## config.mk

```make
export PLATFORM = sky130hd
export DESIGN_NAME = dma_xfer_ctrl
export DESIGN_NICKNAME = d
export VERILOG_FILES = /design/src/rtl/dma_ctrl_pkg.sv /design/src/rtl/dma_ctrl_fifo.sv /design/src/rtl/dma_xfer_ctrl.sv
export SDC_FILE = /design/constraint.sdc
export NUM_CORES = 1
export LEC_CHECK = 0
export ABC_AREA = 1
export CAP_MARGIN = 20
export CORE_ASPECT_RATIO = 0.9
export CORE_UTILIZATION = 45
export DETAILED_ROUTE_END_ITERATION = 7
export PLACE_DENSITY = 0.79
export SKIP_CTS_REPAIR_TIMING = 1
export SLEW_MARGIN = 40
export SYNTH_ARGS = -nofsm -noshare
export SYNTH_HDL_FRONTEND = slang
export SYNTH_SLANG_ARGS = --single-unit
```

## constraint.sdc

```tcl
create_clock -name clk -period 3.17 [get_ports clk]
set_clock_uncertainty 0.05 [all_clocks]
set_input_delay 0.4755 -clock clk [delete_from_list [all_inputs] [get_ports clk]]
set_output_delay 0.4755 -clock clk [all_outputs]
set_load 0.01 [all_outputs]
```

## src/rtl/dma_ctrl_pkg.sv

```systemverilog
// Shared types and defaults for the DMA transfer sequencer.
package dma_ctrl_pkg;

   localparam int unsigned DEF_FIFO_DEPTH = 4;
   localparam int unsigned DEF_LEN_W      = 16;
   localparam int unsigned DEF_ADDR_W     = 32;
   localparam int unsigned DEF_DATA_W     = 32;

   // Byte stride between consecutive 32-bit words.
   localparam int unsigned ADDR_STEP = 4;

   typedef enum logic [1:0] {
      IDLE,
      RUN,
      ABORT,
      DONE
   } state_e;

endpackage

```

## src/rtl/dma_ctrl_fifo.sv

```systemverilog
// Prefetch FIFO between the read and write streams; exposes the head as it
// will look after this cycle's push/pop so the consumer can register it.
module dma_ctrl_fifo #(
   parameter  int unsigned DATA_W = 32,
   parameter  int unsigned DEPTH  = 4,
   localparam int unsigned CNT_W  = $clog2(DEPTH) + 1
) (
   input  logic              clk,
   input  logic              rst,
   input  logic              push_i,
   input  logic              pop_i,
   input  logic              flush_i,
   input  logic [DATA_W-1:0] wdata_i,
   output logic [CNT_W-1:0]  count_o,
   output logic [DATA_W-1:0] head_next_o
);

   localparam int unsigned PTR_W = $clog2(DEPTH);

   logic [DATA_W-1:0] mem_q [DEPTH];
   logic [PTR_W-1:0]  rd_ptr_q, wr_ptr_q;
   logic [CNT_W-1:0]  cnt_q;

   // NOTE: sequential state uses non-blocking assignments so every register
   // samples the pre-edge values of the others, independent of block order.
   always_ff @(posedge clk) begin
      if (rst || flush_i) begin
         rd_ptr_q <= '0;
         wr_ptr_q <= '0;
         cnt_q    <= '0;
      end else begin
         if (push_i) wr_ptr_q <= wr_ptr_q + PTR_W'(1);
         if (pop_i)  rd_ptr_q <= rd_ptr_q + PTR_W'(1);
         unique case ({push_i, pop_i})
            2'b10:   cnt_q <= cnt_q + CNT_W'(1);
            2'b01:   cnt_q <= cnt_q - CNT_W'(1);
            default: cnt_q <= cnt_q;
         endcase
      end
   end

   // NOTE: storage is not reset; the pointers and count define which
   // entries are meaningful, so clearing the array would only add reset fan-out.
   always_ff @(posedge clk) begin
      if (push_i && !flush_i) mem_q[wr_ptr_q] <= wdata_i;
   end

   // NOTE: every always_comb output gets a default first so no path can
   // leave it unassigned and infer a latch.
   always_comb begin
      head_next_o = mem_q[rd_ptr_q];
      if (pop_i) begin
         head_next_o = (cnt_q >= CNT_W'(2)) ? mem_q[rd_ptr_q + PTR_W'(1)] : wdata_i;
      end else if (cnt_q == '0) begin
         head_next_o = wdata_i;
      end
   end

   assign count_o = cnt_q;

endmodule

```

## src/rtl/dma_xfer_ctrl.sv

```systemverilog
// Word-copy sequencer: issues reads from src into a prefetch FIFO and drains
// the FIFO into writes at dst, with abort and a sticky completion interrupt.
module dma_xfer_ctrl
   import dma_ctrl_pkg::*;
#(
   parameter int unsigned FIFO_DEPTH = DEF_FIFO_DEPTH,
   parameter int unsigned LEN_W      = DEF_LEN_W,
   parameter int unsigned ADDR_W     = DEF_ADDR_W,
   parameter int unsigned DATA_W     = DEF_DATA_W
) (
   input  logic              clk,
   input  logic              rst,
   input  logic              start,
   input  logic              abort,
   input  logic [ADDR_W-1:0] src_addr,
   input  logic [ADDR_W-1:0] dst_addr,
   input  logic [LEN_W-1:0]  len_words,
   input  logic              irq_clr,
   output logic              busy,
   output logic              done,
   output logic              irq,
   output logic              R_req,
   output logic [ADDR_W-1:0] AR_ADDR,
   input  logic [DATA_W-1:0] R_DATA,
   input  logic              R_valid,
   output logic              W_req,
   output logic [ADDR_W-1:0] AW_ADDR,
   output logic [DATA_W-1:0] W_DATA,
   input  logic              W_done
);

   localparam int unsigned CNT_W = $clog2(FIFO_DEPTH) + 1;

   state_e            state_q, state_d;
   logic [ADDR_W-1:0] rd_addr_q, rd_addr_d, wr_addr_q, wr_addr_d;
   logic [LEN_W-1:0]  rd_left_q, rd_left_d, wr_left_q, wr_left_d;
   logic              r_req_q, r_req_d, w_req_q, w_req_d;
   logic [DATA_W-1:0] w_data_q, w_data_d;
   logic              busy_q, busy_d, done_q, done_d, irq_q, irq_d;

   logic              push, pop, flush;
   logic [CNT_W-1:0]  fifo_cnt, cnt_d;
   logic [DATA_W-1:0] head_next;

   assign push = r_req_q && R_valid;
   assign pop  = w_req_q && W_done;

   dma_ctrl_fifo #(
      .DATA_W (DATA_W),
      .DEPTH  (FIFO_DEPTH)
   ) u_fifo (
      .clk         (clk),
      .rst         (rst),
      .push_i      (push),
      .pop_i       (pop),
      .flush_i     (flush),
      .wdata_i     (R_DATA),
      .count_o     (fifo_cnt),
      .head_next_o (head_next)
   );

   always_comb begin
      state_d   = state_q;
      rd_addr_d = rd_addr_q;
      wr_addr_d = wr_addr_q;
      rd_left_d = rd_left_q;
      wr_left_d = wr_left_q;
      flush     = 1'b0;

      if (push) begin
         rd_addr_d = rd_addr_q + ADDR_W'(ADDR_STEP);
         rd_left_d = rd_left_q - LEN_W'(1);
      end
      if (pop) begin
         wr_addr_d = wr_addr_q + ADDR_W'(ADDR_STEP);
         wr_left_d = wr_left_q - LEN_W'(1);
      end

      unique case (state_q)
         IDLE: begin
            if (start) begin
               if (len_words == '0) begin
                  state_d = DONE;
               end else begin
                  state_d   = RUN;
                  rd_addr_d = src_addr;
                  wr_addr_d = dst_addr;
                  rd_left_d = len_words;
                  wr_left_d = len_words;
               end
            end
         end
         RUN: begin
            // A final write completing alongside abort still counts as done.
            if (pop && wr_left_q == LEN_W'(1)) state_d = DONE;
            else if (abort)                     state_d = ABORT;
         end
         ABORT: begin
            if (!(r_req_q && !R_valid) && !(w_req_q && !W_done)) begin
               state_d = IDLE;
               flush   = 1'b1;
            end
         end
         DONE:    state_d = IDLE;
         default: state_d = IDLE;
      endcase

      cnt_d = fifo_cnt;
      if (flush)              cnt_d = '0;
      else if (push && !pop)  cnt_d = fifo_cnt + CNT_W'(1);
      else if (pop && !push)  cnt_d = fifo_cnt - CNT_W'(1);

      // A request holds until its completion; a new one needs RUN and room.
      r_req_d  = (r_req_q && !R_valid) ||
                 (state_d == RUN && rd_left_d != '0 && cnt_d < CNT_W'(FIFO_DEPTH));
      w_req_d  = (w_req_q && !W_done) || (state_d == RUN && cnt_d != '0);
      w_data_d = (cnt_d != '0) ? head_next : w_data_q;

      // busy covers the DONE cycle so it drops only after done has pulsed.
      busy_d = (state_d != IDLE);
      done_d = (state_d == DONE);
      if (state_d == DONE || state_q == DONE) irq_d = 1'b1;
      else if (irq_clr)                       irq_d = 1'b0;
      else                                    irq_d = irq_q;
   end

   always_ff @(posedge clk) begin
      if (rst) begin
         state_q   <= IDLE;
         rd_addr_q <= '0;
         wr_addr_q <= '0;
         rd_left_q <= '0;
         wr_left_q <= '0;
         r_req_q   <= 1'b0;
         w_req_q   <= 1'b0;
         w_data_q  <= '0;
         busy_q    <= 1'b0;
         done_q    <= 1'b0;
         irq_q     <= 1'b0;
      end else begin
         state_q   <= state_d;
         rd_addr_q <= rd_addr_d;
         wr_addr_q <= wr_addr_d;
         rd_left_q <= rd_left_d;
         wr_left_q <= wr_left_d;
         r_req_q   <= r_req_d;
         w_req_q   <= w_req_d;
         w_data_q  <= w_data_d;
         busy_q    <= busy_d;
         done_q    <= done_d;
         irq_q     <= irq_d;
      end
   end

   assign busy    = busy_q;
   assign done    = done_q;
   assign irq     = irq_q;
   assign R_req   = r_req_q;
   assign AR_ADDR = rd_addr_q;
   assign W_req   = w_req_q;
   assign AW_ADDR = wr_addr_q;
   assign W_DATA  = w_data_q;

endmodule

```

==> out/metrics.csv <==
metric;value;unit
status;finished, final reports clean;
Fin Setup TNS;0;ns
Nets;1923;
worst hold path class;register to register;
Synth Cell Area;13800;sq um
I/O pin count;220;
largest cells by area after synthesis;edfxtp_1, dfxtp_1, o21ai_0;
synthesized instance count;1602;
hold_ws;0.445;ns
WS Path Type;input pin to register;
core area;30000;sq um
reg2reg start;W_req;
Fin. Hold Viols;0;
Total GRT Usage;25.6;%
HPWL after DPL;26.5;mm
vias per inst;5.77;
CTS sink cnt;272;
die area;31400;sq um
Fill cells;2588;
Avg Inst Size Synth;8.63;sq um
worst setup slack after layout;0.766;ns
Area Growth Syn to Fin;26.4;%
Core Rows;60;
Min Clock Period, post-route;2.40;ns
Leak;6.41;nW
Post-Route WL;41.4;mm
R2R cell count;12;
Power Dens Cells;581;nW/um^2
Syn. warnings;0;
GP Congestion;0.926;
fin crit share;75.8;%
delay-heaviest family, CP;buffers and inverters;
crit path cell chain;clkdlybuf4s50_1 -> nand2_2 -> inv_2 -> ha_1 -> inv_2 -> ha_1 -> nor2_1 -> o211ai_1 -> o311ai_1 -> nand2_2 -> buf_4 -> o21ai_0 -> a31oi_1;
Critical Path Sink Type;register;
final non-filler cell total;2213;
initial core utilization;46.1;%
Yosys top cell by area;edfxtp_1;
share of cells above drive strength 1;8.90;%
RSZ-0062 raised after global routing;false;
Die Y-Extent;168;um
DRT iter0 DRCs;1344;
DR DRC count;0;
pin count of the biggest net entering global routing;76;
ys async rst share;0;%
Clock Latency Late Sink;0.56;ns
Post-DRT Antenna Nets;0;
Worst Setup SP;W_done;
clock-pin slew on the worst setup and hold paths;0.06;ns
Max-cap violations;0;
Worst Setup EP;W_DATA[22];
Critical Path Slowest Stage Cell;clkdlybuf4s50_1;
critical path arrival;2.84;ns
Stages on worst setup path;13;
EDFF count, synth;128;
global-route wire length before repair;65.1;mm
commonest non-fill, non-tap cell in the layout;clkdlybuf4s50_1;
grt ovf;0;
Worst Path Required;3.61;ns
Final Slew Violations;0;
Final Power;10.1;mW
flop2flop setup slack;0.77;ns
Yosys reg bits;272;
worst slew pin tran;0.730;ns
commonest cells after routing, fill and taps aside;clkdlybuf4s50_1, nand2_1, o21ai_0;
CTS Root Cell;clkbuf_16;
DP Cell Count;2159;
vias in the first global route;12214;
H-tree depth;1;
pre-CTS setup slack;0.231;ns
area share of the largest cell type after synthesis;27.8;%
Final setup viols;0;
port buffer count;219;
crit path launch type;input pin;
highest clock rate;416;MHz
top_reg_cell synth;dfxtp_1;
syn_nets;1738;
Max stage delay on crit path;0.54;ns
initial antenna violation count;1;
Seq/Total Area, Yosys;48.6;%
CTS tree;yes;
crit-path max FO;36;
antenna cell count;0;
First-pass DRT Iterations;5;
vias;12777;
reg-to-reg endpoint;W_DATA[22];
Peak VDD IR;0.000542;V
Routed WL per cell;18.7;um
Rel. slew slack;51.3;%
Longest Clk Path Bufs;3;
Num CTS Buffers;29;
die width;187;um
Buf+Inv Stages, Crit Path;4;
post-synthesis cell type count;50;
[layer usage]
metal | wire length [um] | vias up | GRT usage, % | part of all wire, %
met5 | 12 | - | 0 | 0.029
met4 | 1380 | 2 | 9.41 | 3.3
met3 | 3910 | 97 | 4.17 | 9.4
met2 | 19400 | 672 | 43.3 | 47
met1 | 16800 | 5997 | 33.2 | 40
li1 | - | 6009 | - | -
[logic make-up (layout without fill, tap and decap cells)]
| family | Yosys count | in the layout | share of synthesized area [%] |
|---|---|---|---|
| XOR/XNOR | 62 | 62 | 3.93 |
| flip-flops | 272 | 272 | 48.6 |
| buffers and inverters | 221 | 429 | 6.31 |
| multiplexers | 21 | 21 | 1.52 |
| AO/OA/AOI/OAI | 463 | 463 | 20.0 |
| AND/OR/NAND/NOR | 546 | 546 | 18.1 |
| adder cells (fa/ha/maj) | 17 | 17 | 1.54 |
[power by group]
group | internal (mW) | total [mW] | switching [mW] | leakage (nW)
Sequential | 3.99 | 4.27 | 0.286 | 2.35
Clock | 2.13 | 3.58 | 1.45 | 0.514
Combinational | 1.02 | 2.30 | 1.28 | 3.55
Total | 7.14 | 10.2 | 3.01 | 6.41
[through the flow]
stage / utilization, % / instance area, sq um
after CTS: 58.2 / 17500
final: 58.2 / 17500
after global routing: 58.2 / 17500
after floorplan: - / 13800
after detailed placement: 54.8 / 16500
after global placement: 54.8 / 16500
[registers in the layout, indices dropped and copies added (netlist names), named ones only]
name / count
u_fifo.mem_q: 128
AR_ADDR: 32
AW_ADDR: 32
W_DATA: 32
rd_left_q: 16
wr_left_q: 16
u_fifo.count_o: 3
state_q: 2
u_fifo.rd_ptr_q: 2
u_fifo.wr_ptr_q: 2
R_req: 1
W_req: 1
busy: 1
done: 1
irq: 1
[layout make-up]
class                           count  area, sq um  area share, %
Inverter                          128          485           2.78
Sequential cell                   272         6730           38.5
Clock inverter                     20          225           1.29
Clock buffer                       34          795           4.55
Tap cell                          403          504           2.88
Timing Repair Buffer              247         2490           14.2
Multi-Input combinational cell   1109         6250           35.8
[Yosys cell counts (11+ instances only)]
cell type and instances:
nand2_1 215, o21ai_0 197, nor2_1 170, dfxtp_1 144, edfxtp_1 128, inv_1 117
a21oi_1 78, o211ai_1 75, clkbuf_1 58, xor2_1 40, nand3_1 39, a31oi_1 38
or2_2 31, buf_2 28, a221oi_1 22, o22ai_1 22, xnor2_1 22, mux2i_1 21
nand4_1 19, ha_1 17, nor3_1 13, or3_1 11
[how the worst min path moves through the flow]
stage	from	to	slack (ns)	cells past startpoint
2_1_floorplan	u_fifo.wr_ptr_q[1]	u_fifo.wr_ptr_q[1]	0.42	2
5_1_grt	src_addr[3]	AR_ADDR[3]	0.47	3
6_report	AR_ADDR[0]	AR_ADDR[0]	0.45	2
4_1_cts	src_addr[3]	AR_ADDR[3]	0.44	3
3_5_place_dp	AW_ADDR[0]	AW_ADDR[0]	0.44	2
3_3_place_gp	AW_ADDR[1]	AW_ADDR[1]	0.42	2
[worst register-to-register path, cell delays in order, from the launching register on]
cell,delay [ns]
dfxtp_1,0.45
nand2_2,0.09
inv_2,0.08
ha_1,0.26
inv_2,0.08
ha_1,0.28
nor2_1,0.04
o211ai_1,0.08
o311ai_1,0.13
nand2_2,0.08
buf_4,0.34
o21ai_0,0.19
a31oi_1,0.17
(Power assumes the default switching activity.)
